### config.mk
export PLATFORM = sky130hd
export DESIGN_NAME = mem_wb_load_stage
export DESIGN_NICKNAME = d
export VERILOG_FILES = /design/src/rtl/mem_wb_load_stage.sv
export SDC_FILE = /design/constraint.sdc
export NUM_CORES = 1
export LEC_CHECK = 0
export CORE_MARGIN = 4
export CORE_UTILIZATION = 42
export CTS_BUF_LIST = sky130_fd_sc_hd__clkbuf_8
export CTS_CLUSTER_SIZE = 12
export DETAILED_ROUTE_END_ITERATION = 8
export GPL_TIMING_DRIVEN = 0
export PLACE_DENSITY = 0.87
export SLEW_MARGIN = 20
export SYNTH_ARGS = -nofsm -noshare
export SYNTH_HDL_FRONTEND = slang
export SYNTH_SLANG_ARGS = --single-unit
### constraint.sdc
create_clock -name clk -period 2.8 [get_ports clk]
set_input_delay 0.56 -clock clk [delete_from_list [all_inputs] [get_ports clk]]
set_output_delay 0.56 -clock clk [all_outputs]
set_load 0.02 [all_outputs]
### src/rtl/mem_wb_load_stage.sv
`default_nettype none
// ============================================================================
//  Module      : mem_wb_load_stage
//  Description : MEM->WB pipeline register. Extracts and extends load data in
//                M, selects the write-back value, detects misaligned loads and
//                registers the result into the W stage. Supports stall, flush
//                and synchronous reset.
//  Revision    : 1.0  initial release
// ============================================================================
module mem_wb_load_stage (
    input  logic        clk,
    input  logic        reset,
    input  logic        stall,
    input  logic        flush,
    input  logic        m_valid,
    input  logic [31:0] m_pc,
    input  logic [31:0] m_dm_out,
    input  logic [31:0] m_addr,
    input  logic [2:0]  m_load_op,
    input  logic [31:0] m_alu_res,
    input  logic [1:0]  m_wd_sel,
    input  logic        m_regwrite,
    input  logic [4:0]  m_rd,
    output logic        w_valid,
    output logic        w_regwrite,
    output logic [4:0]  w_rd,
    output logic [31:0] w_wdata,
    output logic [31:0] w_pc,
    output logic        w_misalign,
    output logic        w_fwd_en
);

    // Load operation encodings
    localparam logic [2:0]  c_LD_LW  = 3'b001;
    localparam logic [2:0]  c_LD_LB  = 3'b010;
    localparam logic [2:0]  c_LD_LBU = 3'b011;
    localparam logic [2:0]  c_LD_LH  = 3'b100;
    localparam logic [2:0]  c_LD_LHU = 3'b101;

    // Write-data source encodings (11 aliases ALU)
    localparam logic [1:0]  c_WD_MEM  = 2'b01;
    localparam logic [1:0]  c_WD_LINK = 2'b10;

    localparam logic [31:0] c_RESET_PC = 32'h0000_3000;

    logic [7:0]  w_byte;
    logic [15:0] w_half;
    logic [31:0] w_load_data;
    logic        w_misalign_raw;
    logic [31:0] w_wdata_next;
    logic        w_regwrite_next;
    logic        w_misalign_next;

    logic        r_valid;
    logic        r_regwrite;
    logic [4:0]  r_rd;
    logic [31:0] r_wdata;
    logic [31:0] r_pc;
    logic        r_misalign;

    // Byte/half lane selection from the low address bits
    always_comb begin
        w_byte = m_dm_out[7:0];
        case (m_addr[1:0])
            2'b00:   w_byte = m_dm_out[7:0];
            2'b01:   w_byte = m_dm_out[15:8];
            2'b10:   w_byte = m_dm_out[23:16];
            default: w_byte = m_dm_out[31:24];
        endcase
        w_half = m_addr[1] ? m_dm_out[31:16] : m_dm_out[15:0];
    end

    // Load extension and misalignment detection; unknown ops pass the raw word
    always_comb begin
        w_load_data    = m_dm_out;
        w_misalign_raw = 1'b0;
        case (m_load_op)
            c_LD_LW: begin
                w_load_data    = m_dm_out;
                w_misalign_raw = (m_addr[1:0] != 2'b00);
            end
            c_LD_LB:  w_load_data = {{24{w_byte[7]}}, w_byte};
            c_LD_LBU: w_load_data = {24'h0, w_byte};
            c_LD_LH: begin
                w_load_data    = {{16{w_half[15]}}, w_half};
                w_misalign_raw = m_addr[0];
            end
            c_LD_LHU: begin
                w_load_data    = {16'h0, w_half};
                w_misalign_raw = m_addr[0];
            end
            default: begin
                w_load_data    = m_dm_out;
                w_misalign_raw = 1'b0;
            end
        endcase
    end

    // Write-back value mux and register-write qualification
    always_comb begin
        case (m_wd_sel)
            c_WD_MEM:  w_wdata_next = w_load_data;
            c_WD_LINK: w_wdata_next = m_pc + 32'd8;
            default:   w_wdata_next = m_alu_res;
        endcase
        w_misalign_next = m_valid & w_misalign_raw;
        w_regwrite_next = m_valid & m_regwrite & (m_rd != 5'd0) & ~w_misalign_raw;
    end

    // W-stage register: reset > flush > stall > capture
    always_ff @(posedge clk) begin
        if (reset) begin
            r_valid    <= 1'b0;
            r_regwrite <= 1'b0;
            r_misalign <= 1'b0;
            r_rd       <= 5'd0;
            r_wdata    <= 32'd0;
            r_pc       <= c_RESET_PC;
        end else if (flush) begin
            r_valid    <= 1'b0;
            r_regwrite <= 1'b0;
            r_misalign <= 1'b0;
            r_rd       <= 5'd0;
            r_wdata    <= 32'd0;
            r_pc       <= m_pc;
        end else if (!stall) begin
            r_valid    <= m_valid;
            r_regwrite <= w_regwrite_next;
            r_misalign <= w_misalign_next;
            r_rd       <= m_rd;
            r_wdata    <= w_wdata_next;
            r_pc       <= m_pc;
        end
    end

    assign w_valid    = r_valid;
    assign w_regwrite = r_regwrite;
    assign w_rd       = r_rd;
    assign w_wdata    = r_wdata;
    assign w_pc       = r_pc;
    assign w_misalign = r_misalign;
    assign w_fwd_en   = r_regwrite;

endmodule
`default_nettype wire
== After elaboration in Yosys (flattened, before gate mapping) ==
Index checks and enable logic that the tools add are counted.
Storage, ports and cells
  register bits after elaboration: 72
  input port bits: 144
  output and inout bits: 73
  logic and storage cells: 34
Operators by class
  add/sub/neg operators: 1
  equality and inequality tests: 10
  mux-type cells: 7
  bitwise operators: 5
  reductions and logical operators: 5
Operator list (number)
  32-bit case mux with 4 select lines: 1
  32-bit 2-to-1 mux: 2
  32-bit case mux with 2 select lines: 1
  32-bit by 4-bit adder with 32-bit output, second input constant: 1
  8-bit case mux with 3 select lines: 1
  16-bit 2-to-1 mux: 1
  3-bit by 2-bit equality test with 1-bit output, second input constant: 2
  3-bit equality test, second input constant: 2
  5-bit nonzero test: 1
  1-bit bitwise AND: 4
  2-bit by 1-bit equality test with 1-bit output, second input constant: 2
  2-bit equality test, second input constant: 2
  2-bit OR reduction: 2
  3-bit by 1-bit equality test with 1-bit output, second input constant: 1
  2-bit logical NOT: 1
  2-bit by 1-bit inequality test with 1-bit output, second input constant: 1
  1-bit case mux with 2 select lines: 1
  2-bit nonzero test: 1
  1-bit inverter: 1

== Longest topological paths before layout ==
Gate-level depths: netlist of run 1.
  depth in word-level cells: 5
  depth in mapped cells: 9
  mapped depth without buffers: 7

== Worst setup path after synthesis of run 1 ==
No wires, ideal clock.
  kind: input to register
  start: input port m_load_op[1]
  end: register r_wdata[27], in the netlist w_wdata[27]
  setup time: 0.131 ns
  arrival: 2.046 ns
  data required time: 2.669 ns
  setup slack: 0.624 ns
  stages on the path: 8
  path buffers: 2
  cells stage by stage: inv_1 ha_1 clkbuf_1 clkinv_1 clkbuf_1 o22a_1 a32oi_1 o31ai_1
On the way
  word-level cells in the longest chain between the ends: 3
  elaborated cells between the ends (all ways): 6
  classes of those cells: 4 x eq/ne; 2 x mux
Ends and longest elaborated chain
  from (decl): line 19  | input logic [2:0] m_load_op,
  3-bit equality test / 3-bit by 2-bit equality test with 1-bit output (equally long branches): line 77  | case (m_load_op)
  32-bit case mux with 4 select lines *: line 77
  32-bit case mux with 2 select lines *: line 101  | case (m_wd_sel)
  to (signal assigned): line 131  | r_wdata <= w_wdata_next;
  to (decl): line 57  | logic [31:0] r_wdata;
Every way passes the cells marked *; elsewhere a longest branch is shown, timed or not.
A chain may end at the register's enable or synchronous reset.

== Final worst setup path of run 1 ==
  start: input port m_load_op[1]
  end: register r_wdata[25], in the netlist w_wdata[25]
Same word-level chain as after synthesis.

==> results_dict.tcl, run 1 <==
set metrics [dict create \
    status "finished, final reports clean" \
    pwr-share-clk_pct 33.0 \
    synth_top_area_share_pct 32.46 \
    worst_slew_pin_slew_ns 0.6899 \
    yosys_warnings 0 \
    critPathKind "in -> reg" \
    clkLatencyLatePin_ns 0.34 \
    grt_first_pass_wirelength_microns 29260 \
    intPower_mw 1.970 \
    final_antenna_net_count 0 \
    r2r_start "w_wdata[15]$_SDFFE_PP0N_" \
    start_util_pct 43.01 \
    yosys_most_used_dff "dfxtp_1" \
    cts_inserted_buffers 9 \
    syn_area_sq_mm 0.004441 \
    synth_cell_types 59 \
    postSynthCellCount 562 \
    drive_above_1_share_pct 6.869 \
    whs_path_depth 2 \
    crit_slowest_cell "clkdlybuf4s50_1" \
    arrival_ns 2.95 \
    grt_max_degree 13 \
    fin_total_pwr_mw 2.859 \
    drt_iter0_markers 419 \
    crit_chain "clkdlybuf4s50_1, inv_1, ha_2, clkinv_2, clkbuf_1, clkbuf_1, o21ai_0, a31oi_1" \
    relSlewSlack_pct 53.58 \
    r2r_cells 3 \
    crit_cells 8 \
    remaining_drc_errors 0 \
    rsz0062_at_grt "false" \
    dp_hpwl_microns 15280 \
    dp.cells 879 \
    area_delta_synth_final_pct 49.59 \
    report.final.hold_viol_count 0 \
    finalNetCount 901 \
    period_minus_slack_ns 2.746 \
    synth_seq_cells 72 \
    firstDrtPassIters 5 \
    sequentialPowerShare_pct 38.7 \
    holdCritPathClass "reg -> reg" \
    endpoint "w_wdata[25]$_SDFFE_PP0N_" \
    r2r_slack_ns 1.80 \
    drv_slew 0 \
    setup_viol_count_final 0 \
    antenna_found_initial 0 \
    async_reset_ff_share_pct 0 \
    final_cells 893 \
    cp-start-kind "primary input" \
    clock_skew_ns 0 \
    yosysSeqAreaShare_pct 32.46 \
    cts_tree "yes" \
    grt_pass1_vias 5298 \
    maxCapViolCount 0 \
    end_kind "flip-flop" \
    fin_crit_sh_pct 98.06 \
    switching_share_pct 31.09 \
    io_buffers 181 \
    worstPathRequired_ns 3.01 \
    power.density_mw_per_mm2 430.4 \
    path_max_fanout 10 \
    synth-edff-count 0 \
    comb_power_share_pct 28.3 \
    fp.dieH_microns 110.8 \
    synth.area.top_cells "dfxtp_1 (32%), nand2_1 (8.0%), a21oi_1 (5.9%)" \
    cts.sinks 72 \
    cp-startpoint "m_load_op[1]" \
    root_buffer "clkbuf_8" \
    core-area_sq_mm 0.01032 \
    boundaryPins 217 \
    ir_drop_mv 0.3263 \
    clk_pin_slew_ns 0.08 \
    p_sw_mw 0.8887 \
    vias 5399 \
    wl_microns 19000 \
    rows 37 \
    fmax_ghz 0.3642 \
    max_stage_delay_ns 0.54 \
    place.gp.congestion 0.9359 \
    holdBufCountCts 0 \
    cp_common_cell "clkbuf_1" \
    die_w_microns 110.8 \
    path_buf_inv 5 \
    overflow 0 \
    antenna_cells 0 \
    yosys.area.top_type "dfxtp_1" \
    r2r-end "w_wdata[15]$_SDFFE_PP0N_" \
    htreeDepth 3 \
    clock_path_buffers 2 \
    finalSetupTns_ns 0 \
    critPathTopFamily "buffers and inverters" \
    synth.net_count 710 \
    leakage_nw 2.334 \
    syn_avg_cell_area_sq_um 7.901 \
    wl_per_cell_microns 21.28 \
    fp.dieArea_sq_mm 0.01228 \
    via_per_inst 6.046 \
    grt.total_usage_pct 29.74 \
]
[Yosys cell counts (all sizes together), types with 7 or more instances]
library cell  number
nand3             16
mux2              12
mux2i             11
o221ai            16
buf                8
nor2              29
a221oi             9
a21oi             52
nand2b            13
dfxtp             72
a31oi             12
nor4              11
o21ai             43
mux4               8
nor3               7
nand2             95
nand4              9
xnor2              9
inv                9
o211ai             8
clkbuf            38
[logic make-up after synthesis]
| family | count (synthesis) | share of synthesized area, % |
|---|---|---|
| muxes | 31 | 9.580 |
| xor gates and xnor gates | 14 | 2.761 |
| and+or+nand+nor | 203 | 22.40 |
| DFF | 72 | 32.46 |
| AOI/OAI and AO/OA | 181 | 26.43 |
| adders and majority gates | 4 | 1.127 |
| buffers and inverters | 57 | 5.241 |
[final cells by class]
type                            count  area (sq um)
Buffer                             45         188.9
Clock buffer                       10         137.6
Clock inverter                      5         81.33
Fill cell                         914          3681
Inverter                           11         42.54
Multi-Input combinational cell    433          2769
Sequential cell                    72          1441
Tap cell                          136         170.2
Timing Repair Buffer              181          1812
[timing repair]
| action | CTS | global route |
|---|---|---|
| buffers inserted | 0 | 0 |
| resized for setup | 2 | 2 |
| endpoints found under the setup margin | 17 | 1 |
[per-layer routing]
metal  global-route usage [%]  up-vias  part of all wire [%]
met5                        0        -                     0
met4                    11.66        0                   3.3
met3                    7.478       50                   9.6
met2                    48.42      286                    47
met1                    37.74     2596                    40
li1                         -     2467                     -
[metrics by stage]
stage | instance area [sq um] | hold WS (ns) | worst slack, ns | util, %
after floorplan | 4441 | 0.5245 | 0.6237 | -
final | 6643 | 0.4551 | 0.05438 | 64.34
after detailed placement | 6422 | 0.4429 | -0.7294 | 62.21
after global placement | 6422 | 0.4346 | -0.6969 | 62.21
after CTS | 6641 | 0.4550 | 0.1344 | 64.33
after global routing | 6643 | 0.4643 | 0.01249 | 64.34
[worst min path at each step]
stage / from / slack (ns) / endpoint
global route: w_pc[15]$_SDFFE_PP0P_ / 0.46 / w_pc[15]$_SDFFE_PP0P_
detailed placement: w_wdata[1]$_SDFFE_PP0N_ / 0.44 / w_wdata[1]$_SDFFE_PP0N_
CTS: w_pc[15]$_SDFFE_PP0P_ / 0.46 / w_pc[15]$_SDFFE_PP0P_
floorplan: w_wdata[4]$_SDFFE_PP0N_ / 0.52 / w_wdata[4]$_SDFFE_PP0N_
global placement: w_wdata[2]$_SDFFE_PP0N_ / 0.43 / w_wdata[2]$_SDFFE_PP0N_
finish: w_wdata[1]$_SDFFE_PP0N_ / 0.46 / w_wdata[1]$_SDFFE_PP0N_
[worst reg2reg max path: stages (launching register included)]
cell     delay, ns
dfxtp_1       0.33
a22oi_1       0.20
nor2_1        0.05
or3_1         0.31
[power by group through the flow]
stage                     Clock, mW  Sequential (mW)  Combinational [mW]
after floorplan                   0             1.19               0.305
after global placement            0             1.13               0.780
after detailed placement          0             1.13               0.790
final                         0.942             1.11               0.809
after global routing          0.985             1.11               0.856
after CTS                     0.950             1.11               0.795
[flip-flops by register name (all words and copies together) (netlist names)]
name        cells
w_pc           32
w_fwd_en        1
w_misalign      1
w_rd            5
w_wdata        32
w_valid         1
[cells in the final DEF (no fill, tap or decap), types with 5 or more instances in the layout]
cell type        netlist  final
xnor2_1                9      9
nor2_1                29     29
clkdlybuf4s50_1        0    181
nand3_1               16     16
a21oi_1               52     52
o211ai_1               8      8
nand4_1                7      7
nand2_1               95     95
mux2i_1               11     11
o21a_1                 5      5
o221ai_1              16     16
dfxtp_1               72     72
and3_1                 5      5
mux4_2                 8      8
o21ai_0               36     36
nor3_1                 6      6
inv_1                  9      9
nor4_1                11     11
mux2_2                12     12
o21ai_1                7      7
nand2b_1              13     13
clkbuf_1              38     36
a221oi_1               9      9
buf_2                  6      6
clkbuf_8               0     10
xor2_1                 5      5
a211oi_1               5      5
a31oi_1               11     11
Power figures use the tool's default switching activity.
==> run 2, diff against run 1 <==
CTS_BUF_LIST = sky130_fd_sc_hd__clkbuf_4 sky130_fd_sc_hd__clkbuf_8   (was sky130_fd_sc_hd__clkbuf_8)
==> results of run 2 <==
Same layout as run 1: the final DEF is identical, and so are final timing and power.
